<file path="src/rtl/swo_uart_rx.sv">
// swo_uart_rx
//   Asynchronous SWO (NRZ/UART 8N1) receiver running on trace_clk. The raw
//   swo line is synchronised, a falling edge starts a frame, and each bit is
//   sampled near its centre by a down-counting bit timer. Recovered bytes
//   (LSB first) are presented on a one-entry valid/ready output register.
//
// Ports
//   trace_clk        in   sole clock
//   reset            in   async, active-high; clears all state
//   swo              in   raw SWO line, asynchronous, idles high
//   I_enable         in   0 forces IDLE and ignores the line
//   I_baud_div       in   clocks per bit minus 1 (values < 3 treated as 3)
//   O_data           out  received byte
//   O_data_valid     out  byte held in O_data
//   I_data_ready     in   consumer accepts byte when valid & ready
//   O_framing_error  out  1-cycle pulse: stop bit sampled low
//   O_overrun        out  1-cycle pulse: byte completed while output full
//   O_busy           out  receiver FSM not in IDLE
module swo_uart_rx #(
  parameter int unsigned pDIV_WIDTH   = 8,
  parameter int unsigned pSYNC_STAGES = 2
) (
  input  logic                  trace_clk,
  input  logic                  reset,
  input  logic                  swo,
  input  logic                  I_enable,
  input  logic [pDIV_WIDTH-1:0] I_baud_div,
  output logic [7:0]            O_data,
  output logic                  O_data_valid,
  input  logic                  I_data_ready,
  output logic                  O_framing_error,
  output logic                  O_overrun,
  output logic                  O_busy
);

  localparam logic [1:0] S_IDLE  = 2'd0;
  localparam logic [1:0] S_START = 2'd1;
  localparam logic [1:0] S_DATA  = 2'd2;
  localparam logic [1:0] S_STOP  = 2'd3;

  logic [pSYNC_STAGES-1:0] r_sync;
  logic                    r_swo_prev;
  logic [1:0]              r_state;
  logic [pDIV_WIDTH-1:0]   r_timer;
  logic [pDIV_WIDTH-1:0]   r_div;
  logic [2:0]              r_bitcnt;
  logic [7:0]              r_shift;
  logic [7:0]              r_data;
  logic                    r_valid;
  logic                    r_ferr;
  logic                    r_ovr;

  logic                    w_swo_s;
  logic                    w_fall;
  logic                    w_sample;
  logic [pDIV_WIDTH-1:0]   w_div_eff;
  logic                    w_stop_sample;
  logic                    w_good;
  logic                    w_bad;
  logic                    w_drain;

  // Synchroniser presets to 1 (line idle) so reset release never looks like
  // a start edge.
  always_ff @(posedge trace_clk or posedge reset) begin
    if (reset) begin
      r_sync <= '1;
    end else begin
      r_sync <= {r_sync[pSYNC_STAGES-2:0], swo};
    end
  end

  assign w_swo_s       = r_sync[pSYNC_STAGES-1];
  assign w_fall        = r_swo_prev & ~w_swo_s;
  assign w_sample      = (r_timer == '0);
  assign w_div_eff     = (I_baud_div < pDIV_WIDTH'(3)) ? pDIV_WIDTH'(3) : I_baud_div;
  assign w_stop_sample = I_enable && (r_state == S_STOP) && w_sample;
  assign w_good        = w_stop_sample &  w_swo_s;
  assign w_bad         = w_stop_sample & ~w_swo_s;
  assign w_drain       = r_valid & I_data_ready;

  always_ff @(posedge trace_clk or posedge reset) begin
    if (reset) begin
      r_swo_prev <= 1'b1;
      r_state    <= S_IDLE;
      r_timer    <= '0;
      r_div      <= '0;
      r_bitcnt   <= '0;
      r_shift    <= '0;
    end else begin
      // Tracked in every state so a held-low line (break) needs a fresh
      // high-to-low transition before another frame is accepted.
      r_swo_prev <= w_swo_s;
      if (!I_enable) begin
        r_state <= S_IDLE;
      end else begin
        case (r_state)
          S_IDLE: begin
            if (w_fall) begin
              r_div   <= w_div_eff;
              r_timer <= w_div_eff >> 1;
              r_state <= S_START;
            end
          end
          S_START: begin
            if (w_sample) begin
              if (w_swo_s) begin
                r_state <= S_IDLE;
              end else begin
                r_timer  <= r_div;
                r_bitcnt <= '0;
                r_state  <= S_DATA;
              end
            end else begin
              r_timer <= r_timer - pDIV_WIDTH'(1);
            end
          end
          S_DATA: begin
            if (w_sample) begin
              // Right shift: after eight samples the first bit sits in bit 0.
              r_shift <= {w_swo_s, r_shift[7:1]};
              r_timer <= r_div;
              if (r_bitcnt == 3'd7) begin
                r_state <= S_STOP;
              end else begin
                r_bitcnt <= r_bitcnt + 3'd1;
              end
            end else begin
              r_timer <= r_timer - pDIV_WIDTH'(1);
            end
          end
          default: begin
            if (w_sample) begin
              r_state <= S_IDLE;
            end else begin
              r_timer <= r_timer - pDIV_WIDTH'(1);
            end
          end
        endcase
      end
    end
  end

  // One-entry output register; a byte arriving during a drain replaces the
  // accepted one without a gap in valid.
  always_ff @(posedge trace_clk or posedge reset) begin
    if (reset) begin
      r_data  <= '0;
      r_valid <= 1'b0;
      r_ferr  <= 1'b0;
      r_ovr   <= 1'b0;
    end else begin
      r_ferr <= w_bad;
      r_ovr  <= 1'b0;
      if (w_good && (!r_valid || I_data_ready)) begin
        r_data  <= r_shift;
        r_valid <= 1'b1;
      end else begin
        if (w_good) begin
          r_ovr <= 1'b1;
        end
        if (w_drain) begin
          r_valid <= 1'b0;
        end
      end
    end
  end

  assign O_data          = r_data;
  assign O_data_valid    = r_valid;
  assign O_framing_error = r_ferr;
  assign O_overrun       = r_ovr;
  assign O_busy          = (r_state != S_IDLE);

endmodule

</file>
<file path="config.mk">
export PLATFORM = sky130hd
export DESIGN_NAME = swo_uart_rx
export DESIGN_NICKNAME = d
export VERILOG_FILES = /design/src/rtl/swo_uart_rx.sv
export SDC_FILE = /design/constraint.sdc
export NUM_CORES = 1
export LEC_CHECK = 0
export CORE_MARGIN = 5
export CORE_UTILIZATION = 55
export DETAILED_ROUTE_END_ITERATION = 7
export PLACE_DENSITY = 0.82
export SKIP_CTS_REPAIR_TIMING = 1
export SYNTH_ARGS = -nofsm -noshare
export SYNTH_HDL_FRONTEND = slang
export SYNTH_SLANG_ARGS = --single-unit
</file>
<file path="constraint.sdc">
create_clock -name trace_clk -period 4.7 [get_ports trace_clk]
set_input_delay 0.47 -clock trace_clk [delete_from_list [all_inputs] [get_ports trace_clk]]
set_output_delay 0.47 -clock trace_clk [all_outputs]
set_load 0.005 [all_outputs]
</file>
==> results by group <==
Clocking
  – H-tree Lvls: 2
  – Number of buffers created by CTS: 5
  – Clk root buf: clkbuf_8
  – Clock Latency Late Sink: 0.30 ns
  – CTS tree: done
  – CTS sink cnt: 43
  – CTS max path bufs: 2
  – Clock transition at path regs: 0.08 ns

Timing
  – Clock Skews: around 0.0056 ns
  – Fin. Hold Viols: 0
  – Slew headroom: 0.4738
  – Total negative slack: 0 ns
  – Worst-margin pin slew: 0.7858 ns
  – Final setup viols: 0
  – FMAX: 410.4 MHz
  – Final period util: 0.5185
  – Max Transition Viols Final: 0
  – Fin crit period: 2.437 ns
  – RSZ-0062 raised after global routing: false

Power
  – Maximum vdd ir drop: 0.0002785 V
  – Power density cells: 466.0 mW/mm²
  – Tot Pwr: 1254 µW
  – P_leak: 0.001140 µW

Routing
  – Routed WL per cell: around 17 µm
  – Drt drc: 2
  – Via count: 1744
  – Routed Antenna Nets: 0
  – DRT Pass-1 Iters: 7
  – DRT iter0 DRCs: 203
  – Final WL: slightly below 5000 µm
  – Avg Vias per Cell: 6.206

Synthesis
  – Syn Area/Cell: 11.16 µm²
  – Count of different cell masters after synthesis: 50
  – Top-area cell type share of the netlist area: 0.4271
  – Top_reg_cell synth: dfrtp_1
  – Seq/Total Area, Yosys: 0.4608
  – Synth top area cells: dfrtp_1, mux2_2, ha_1
  – Asr flop ratio synth: 1.000
  – Synth Instances: 210
  – Largest area contributor in the netlist: dfrtp_1
  – Synth Register Bits: 43
  – Number of synthesized flops with an enable pin: 0
  – Syn_nets: 231
  – Yosys warning total: 0
  – Post-Syn Area: 0.002343 mm²

Global routing
  – Vias in the first global route: approximately 1700
  – Grt ovf: 0
  – GRT Overall Usage: 0.1969
  – Pin count of the biggest net entering global routing: 44
  – Initial antenna violation count: 0
  – First-pass GRT wire length: 8397 µm

Finish
  – Nets: roughly 250
  – Most frequent cells in the layout: dfrtp_1, mux2_2, clkdlybuf4s50_1
  – Layout cell share with drive strength beyond 1: 0.2078
  – # diodes: 0
  – Leading cell type in the layout, fill and taps excluded: dfrtp_1
  – Layout area overhead: 14.79%
  – Design area: 0.002690 mm²
  – Core Util, Final: 0.6630
  – Final cell count without fillers: approximately 280

Outcome
  – Failing checks: DRC
  – Status: finished with violations

Die
  – # IOs: 25
  – Chip Width: 75.28 µm
  – Die height: 75.28 µm
  – Core Rows: 23
  – Core ar.: approximately 0.0041 mm²
  – Full die area: roughly 0.0057 mm²
  – Starting Density: 0.5776

Place
  – RD Place Congestion: about 0.90
  – Placed cell areas: 0.002580 mm²
  – Dpl hpwl: between 3000 and 4000 µm
  – # port buffers: 24
  – DP Cell Count: about 270

Critical path
  – Worst EP required: around 5 ns
  – Crit path DAT: around 2.6 ns
  – Crit. End Element: flop
  – Worst R2R End: r_timer[0]$_DFFE_PP0P_
  – Crit-path max FO: 12
  – CP Capture Point: r_timer[0]$_DFFE_PP0P_
  – FF-to-FF path depth: 6
  – R2R Path Start: r_timer[0]$_DFFE_PP0P_
  – Worst setup SP type: flop
  – R2R setup slack: 2.26 ns
  – Critical Path Source: r_timer[0]$_DFFE_PP0P_
  – Kind of critical path: reg -> reg

Hold path
  – HP Class: reg -> reg

Run
  – Max-cap violation count: 0
flip-flops by register name (all words and copies together), names as in the netlist:
| name | flops |
|---|---|
| r_div | 8 |
| O_data | 8 |
| r_shift | 8 |
| r_sync | 2 |
| O_framing_error | 1 |
| r_bitcnt | 3 |
| O_overrun | 1 |
| r_swo_prev | 1 |
| r_timer | 8 |
| O_data_valid | 1 |
| r_state | 2 |
through the flow:
step	hold WS, ns	setup WS [ns]
finish	0.3602	2.263
global route	0.3710	2.060
CTS	0.3627	2.280
detailed placement	0.3508	2.300
global placement	0.3464	2.347
floorplan	0.3452	2.690
Yosys cell counts (all sizes together), types with 5 or more instances:
cell type	count
o21ai	6
nor2	9
a21oi	13
a31oi	7
nor3	5
buf	6
dfrtp	40
nor4	5
nand2	10
clkbuf	6
ha	8
inv	12
mux2	24
metal layers:
layer	up-vias	track usage	wire length (µm)
li1	810	-	-
met3	6	0.03872	264
met2	67	0.3046	2372
met5	-	0	0
met1	861	0.2720	2166
met4	0	0.08155	59
area by class of cell:
class	instances	area, µm²
Fill cell	296	1368
Clock inverter	2	37.54
Multi-Input combinational cell	143	1145
Tap cell	50	62.56
Clock buffer	6	72.57
Timing Repair Buffer	25	247.7
Inverter	12	45.04
Sequential cell	43	1080
logic make-up (layout without fill, tap and decap cells):
logic type,count (synthesis),after routing,synth area share
mux,27,27,0.1281
compound gates,54,54,0.1650
xor+xnor,1,1,0.003738
simple gates,53,53,0.1490
flops,43,43,0.4608
buf+inv,24,45,0.05072
fa+ha+maj,8,8,0.04271
worst max-delay path: stages, from the launching register on:
cell      delay, ns
dfrtp_1        0.46
inv_1          0.09
ha_1           0.23
nor3b_2        0.52
o211ai_1       0.48
and3_1         0.32
a211oi_1       0.24
power by group:
group	leakage, µW	switching (µW)	internal [µW]
Combinational	0.000541	241	194
Clock	0.0000514	129	159
Sequential	0.000548	89.1	442
worst min-delay path by stage:
| stage | slack [ns] | cells past startpoint | from | end |
|---|---|---|---|---|
| finish | 0.36 | 0 | r_sync[0]$_DFF_PP1_ | r_sync[1]$_DFF_PP1_ |
| global route | 0.37 | 0 | r_sync[0]$_DFF_PP1_ | r_sync[1]$_DFF_PP1_ |
| CTS | 0.36 | 0 | r_sync[0]$_DFF_PP1_ | r_sync[1]$_DFF_PP1_ |
| detailed placement | 0.35 | 0 | r_sync[0]$_DFF_PP1_ | r_sync[1]$_DFF_PP1_ |
| global placement | 0.35 | 0 | r_sync[0]$_DFF_PP1_ | r_sync[1]$_DFF_PP1_ |
| floorplan | 0.35 | 0 | r_sync[0]$_DFF_PP1_ | r_sync[1]$_DFF_PP1_ |
Power figures use the tool's default switching activity.
==> RTL change 1, RTL diff (same settings) <==
Remove the register `r_ferr`: a continuous assignment takes its place, so the output `O_framing_error` follows one clock earlier.
--- a/src/rtl/swo_uart_rx.sv
+++ b/src/rtl/swo_uart_rx.sv
@@ -146,10 +146,8 @@
     if (reset) begin
       r_data  <= '0;
       r_valid <= 1'b0;
-      r_ferr  <= 1'b0;
       r_ovr   <= 1'b0;
     end else begin
-      r_ferr <= w_bad;
       r_ovr  <= 1'b0;
       if (w_good && (!r_valid || I_data_ready)) begin
         r_data  <= r_shift;
@@ -165,6 +163,8 @@
     end
   end
 
+  assign r_ferr = w_bad;
+
   assign O_data          = r_data;
   assign O_data_valid    = r_valid;
   assign O_framing_error = r_ferr;
Formal check against the unedited RTL: same outputs for any inputs over 10 cycles, from zero or initial values and one cycle with reset high; that may be too few to reach the edited logic, so the function may still have changed.
==> RTL change 1 against the unedited design <==
Sequential share of layout area up 2.3 points. Largest cell class is now sequential cells. Maximum frequency down 22%. Area after synthesis down 9.3%. Sequential cell count down 1. Critical endpoint is now O_framing_error. Worst setup slack worse by 680 ps. Power down 9.8%. Routed wire length down 8.2%. Cell area down 7.7%.
==> RTL change 1: results (changes against the unedited design) <==
placed_design:
  dp_cells: 254  # -7.0%
  placed_area_um2: 2400  # -7.1%
  place_congestion: 0.938  # +4.2%
  io_buffers: 24  # unchanged
  hpwl_um: 3250  # -6.0%
route:
  drt_first_iter_violations: 168  # -17%
  drt_wl_total_um: 4460  # -8.2%
  firstDrtPassIters: 4  # -3
  vias_per_cell: 5.96  # -4.0%
outcome:
  status: "finished clean"
clock_network:
  clk_path_buf_depth: 2  # unchanged
  clockRootBuffer: "clkbuf_8"
  path_clk_slew_ps: 80  # about the same
  insertion_delay_ps: 300  # about the same
logic_synthesis:
  yosys-top-cells-area: "dfrtp_1 (46%), mux2_2 (7.4%), mux2_4 (5.7%)"
  synthTopCellsByCount: "dfrtp_1 (39), mux2_2 (14), inv_1 (13), a21oi_1 (11), o21ai_0 (11)"
  syn_avg_cell_area_um2: 11.3  # +1.3%
  synth_cell_types: 43  # -14%
  synth_seq_area_share: 0.496  # +0.0354
  synth_area_leader_cell: "dfrtp_1"
  synth_fp_nets: 209  # -9.5%
worst_setup_path:
  worstPathArrival_ps: 2650  # about the same
  timing.rr.start: "r_timer[0]"
  timing.rr.end: "O_data[2]"
  reg2reg_slack_ps: 1950  # -310 ps
  cp_max_fo: 13  # +1
power:
  swShare: 0.368  # +0.00219
  leakage_nw: 1.12  # -2.1%
  ir_drop_mv: 0.340  # +22%
min_path:
  hold_path.class: "reg -> reg"
  hold_start: "r_sync[0]"
  hold_end: "r_sync[1]"
layout:
  nNetsFinal: 234  # -6.8%
  antenna-diode-count: 0  # unchanged
  drive_gt1_frac: 0.173  # -0.0349
  fin_cells: 262  # -6.8%
timing:
  finClkSkew_ps: 4.16  # -1.49 ps
  relSlewSlack: 0.538  # +0.0638
grt:
  grt_max_degree: 43  # -2.3%
  grt_usage: 0.191  # -0.00550
  grt_pass1_wl_um: 7650  # -9.0%
  grt_pass1_vias: 1544  # -9.5%
[RTL change 1: cell families (layout without fill, tap and decap cells)]
logic type               after synthesis  count (layout)  synth area share
AO/OA/AOI/OAI                         43              43             0.135
XOR/XNOR                               4               4            0.0165
adder cells (fa/ha/maj)                8               8            0.0471
buffers and inverters                 20              46            0.0400
flip-flops                            42              42             0.496
multiplexers                          22              22             0.131
AND/OR/NAND/NOR                       49              49             0.134
[RTL change 1: critical path, stage by stage (launching register included)]
cell,delay [ps]
dfrtp_1,440
inv_1,100
ha_1,270
nor3b_1,480
nand2_2,290
nor3_1,240
clkdlybuf4s50_1,530
[RTL change 1: metal layers]
metal / GRT usage / up-vias / wire length (um)
li1: - / 735 / -
met1: 0.269 / 761 / 2000
met2: 0.271 / 54 / 2070
met3: 0.0596 / 11 / 280
met4: 0.0835 / 0 / 111
met5: 0 / - / 0
[RTL change 1: worst max path at each step]
stage	from	to	slack, ps	cells after the start
detailed placement	r_timer[0]	O_framing_error	1950	6
CTS	r_timer[0]	O_framing_error	1610	6
global route	r_timer[0]	O_framing_error	1350	6
floorplan	r_timer[0]	O_data[0]	2550	7
global placement	r_timer[0]	O_framing_error	2050	6
finish	r_timer[0]	O_framing_error	1580	6
[RTL change 1: area by class of cell]
| class | instances | area, um^2 |
|---|---|---|
| multi-input combinational | 126 | 986 |
| inverter | 13 | 48.8 |
| sequential | 42 | 1050 |
| fill | 281 | 1230 |
| timing repair buffer | 25 | 248 |
| clock inverter | 2 | 13.8 |
| tap | 48 | 60.1 |
| clock buffer | 6 | 72.6 |
[RTL change 1: power groups by stage]
| stage | registers [mW] | logic, mW | clock network [mW] |
|---|---|---|---|
| after floorplan | 0.502 | 0.289 | 0 |
| after CTS | 0.520 | 0.374 | 0.233 |
| after global placement | 0.519 | 0.354 | 0 |
| final | 0.525 | 0.378 | 0.228 |
| after detailed placement | 0.527 | 0.372 | 0 |
| after global routing | 0.534 | 0.423 | 0.249 |
[RTL change 1: per-stage QoR]
step	worst slack, ps	total power, mW	hold WS [ps]
6_report	1580	1.13	359
5_1_grt	1350	1.21	368
4_1_cts	1610	1.13	356
3_5_place_dp	1950	0.899	348
3_3_place_gp	2050	0.873	346
2_1_floorplan	2550	0.791	345
==> RTL change 2, RTL diff (same settings) <==
Without the edit above. Change the parameter `pSYNC_STAGES` from 2 to 4.
--- a/src/rtl/swo_uart_rx.sv
+++ b/src/rtl/swo_uart_rx.sv
@@ -18,7 +18,7 @@
 //   O_busy           out  receiver FSM not in IDLE
 module swo_uart_rx #(
   parameter int unsigned pDIV_WIDTH   = 8,
-  parameter int unsigned pSYNC_STAGES = 2
+  parameter int unsigned pSYNC_STAGES = 4
 ) (
   input  logic                  trace_clk,
   input  logic                  reset,
Function: changed (a bounded check fails within 4 cycles, from zero or initial values and one cycle with reset high).
==> RTL change 2 against the unedited design <==
Non-clock buffer count is the same. Clock skew grew 3.8 ps. Combinational power shrank 1%. Power shrank 1.1%. Cell area grew 1.5%. Final cell count grew 3.6%. Worst setup slack lost 110 ps. Sequential cell count grew 2. Area after synthesis grew 1.1%. Maximum frequency shrank 4.1%. Global-route usage grew 0.71 points. Sequential share of layout area grew 1.3 points. Routed wire length grew 4.2%. Critical endpoint is now O_busy. Highest routed layer unchanged.
==> RTL change 2: results (changes against the unedited design) <==
route:
  dr_wl_met2_um: 2480  # +4.4%
  wl_met1_um: 2150  # -0.69%
  drt_first_iter_violations: 193  # -4.9%
  wl_per_cell_um: 17.4  # +0.58%
  wl_met3_um: 342  # +30%
  route.vias.total: 1738  # -0.34%
  firstDrtPassIters: 4  # -3
grt:
  grt_max_degree: 46  # +4.5%
  grt_pass1_vias: 1764  # +3.3%
  grt_pass1_wl_um: 8660  # +3.1%
  grt_usage: 0.204  # +0.00708
placed_design:
  place_congestion: 0.897  # -0.29%
  hpwl_um: 3620  # +4.7%
  io_buffers: 24  # unchanged
clock_network:
  path_clk_slew_ps: 100  # +20 ps
  insertion_delay_ps: 310
  clockRootBuffer: "clkbuf_8"
logic_synthesis:
  synth_ff_type: "dfrtp_1"
  synth_seq_area_share: 0.478  # +0.0171
  synth_fp_nets: 238  # +3.0%
  yosys-top-cells-area: "dfrtp_1 (42%), mux2_2 (10%), dfstp_2 (5.5%)"
  synth_cell_types: 53  # +6.0%
  synthTopCellsByCount: "dfrtp_1 (40), mux2_2 (22), inv_1 (13), nand2_1 (12), nor2_1 (10)"
power:
  leakage_nw: 1.19  # +4.2%
  ir_drop_mv: 0.361  # +30%
layout:
  n_fill_cell: 313  # +5.7%
  nNetsFinal: 261  # +4.0%
  drive_gt1_frac: 0.195  # -0.0128
timing:
  relSlewSlack: 0.489  # +0.0147
  finClkSkew_ps: 9.41  # +3.77 ps
outcome:
  status: "finished clean"
worst_setup_path:
  cp_max_fo: 14  # +2
-- RTL change 2: cell count changes after synthesis, sizes merged, moves of 3 or more --
| cell | delta |
|---|---|
| nand3 | +4 |
| nor4 | -4 |
| nor3 | +3 |
| nor2b | +4 |
| buf | -3 |
| o21ai | +3 |
| a21oi | -4 |
| a22oi | -4 |
-- RTL change 2: per-layer routing --
metal  track usage  vias up
met4        0.0738        0
met1         0.281      825
met2         0.315       69
met3        0.0488        7
li1              -      837
met5             0        -
-- RTL change 2: layout make-up --
class	instances	share of cell area
sequential	45	0.415
timing repair buffer	25	0.0907
clock buffer	5	0.0252
tap	50	0.0229
clock inverter	3	0.00962
inverter	13	0.0179
multi-input combinational	150	0.419
-- RTL change 2: kinds of logic (layout without fill, tap and decap cells) --
kind of cell / Yosys count / count (layout) / share of synthesized area
simple gates: 62 / 62 / 0.151
compound gates: 52 / 52 / 0.161
flops: 45 / 45 / 0.478
mux: 26 / 26 / 0.122
buf+inv: 22 / 46 / 0.0391
fa+ha+maj: 8 / 8 / 0.0422
xor+xnor: 2 / 2 / 0.00739
-- RTL change 2: path summary, 6_finish.rpt --
path | from | slack [ps] | cells after the start | endpoint
max reg2reg | r_timer[0] | 2220 | 6 | O_data[1]
max | r_state[0] | 2160 | 4 | O_busy
min | r_sync[1] | 360 | 0 | r_sync[2]
max in group asynchronous | reset | 3730 | 3 | r_sync[3]
min reg2reg | r_sync[1] | 360 | 0 | r_sync[2]
min in group asynchronous | reset | 600 | 3 | r_shift[7]
-- RTL change 2: report_power, final --
group          internal (mW)  switching [mW]  total (mW)
clock                  0.111           0.149       0.260
combinational          0.185           0.244       0.429
sequential             0.461          0.0885       0.550
-- RTL change 2: metrics by stage --
| stage | cells | power (mW) | utilization | setup slack, ps | area (um^2) |
|---|---|---|---|---|---|
| floorplan | 217 | 0.872 | - | 2710 | 2370 |
| global placement | 283 | 0.964 | 0.645 | 2180 | 2640 |
| detailed placement | 283 | 0.979 | 0.645 | 2140 | 2640 |
| CTS | 291 | 1.23 | 0.668 | 2160 | 2730 |
| global route | 291 | 1.32 | 0.668 | 2060 | 2730 |
| finish | 291 | 1.24 | 0.668 | 2160 | 2730 |
-- RTL change 2: worst max-delay path: stages, from the launching register on --
cell and delay, ps:
dfrtp_1 440, inv_1 150, ha_1 500, inv_1 180
clkdlybuf4s50_1 490
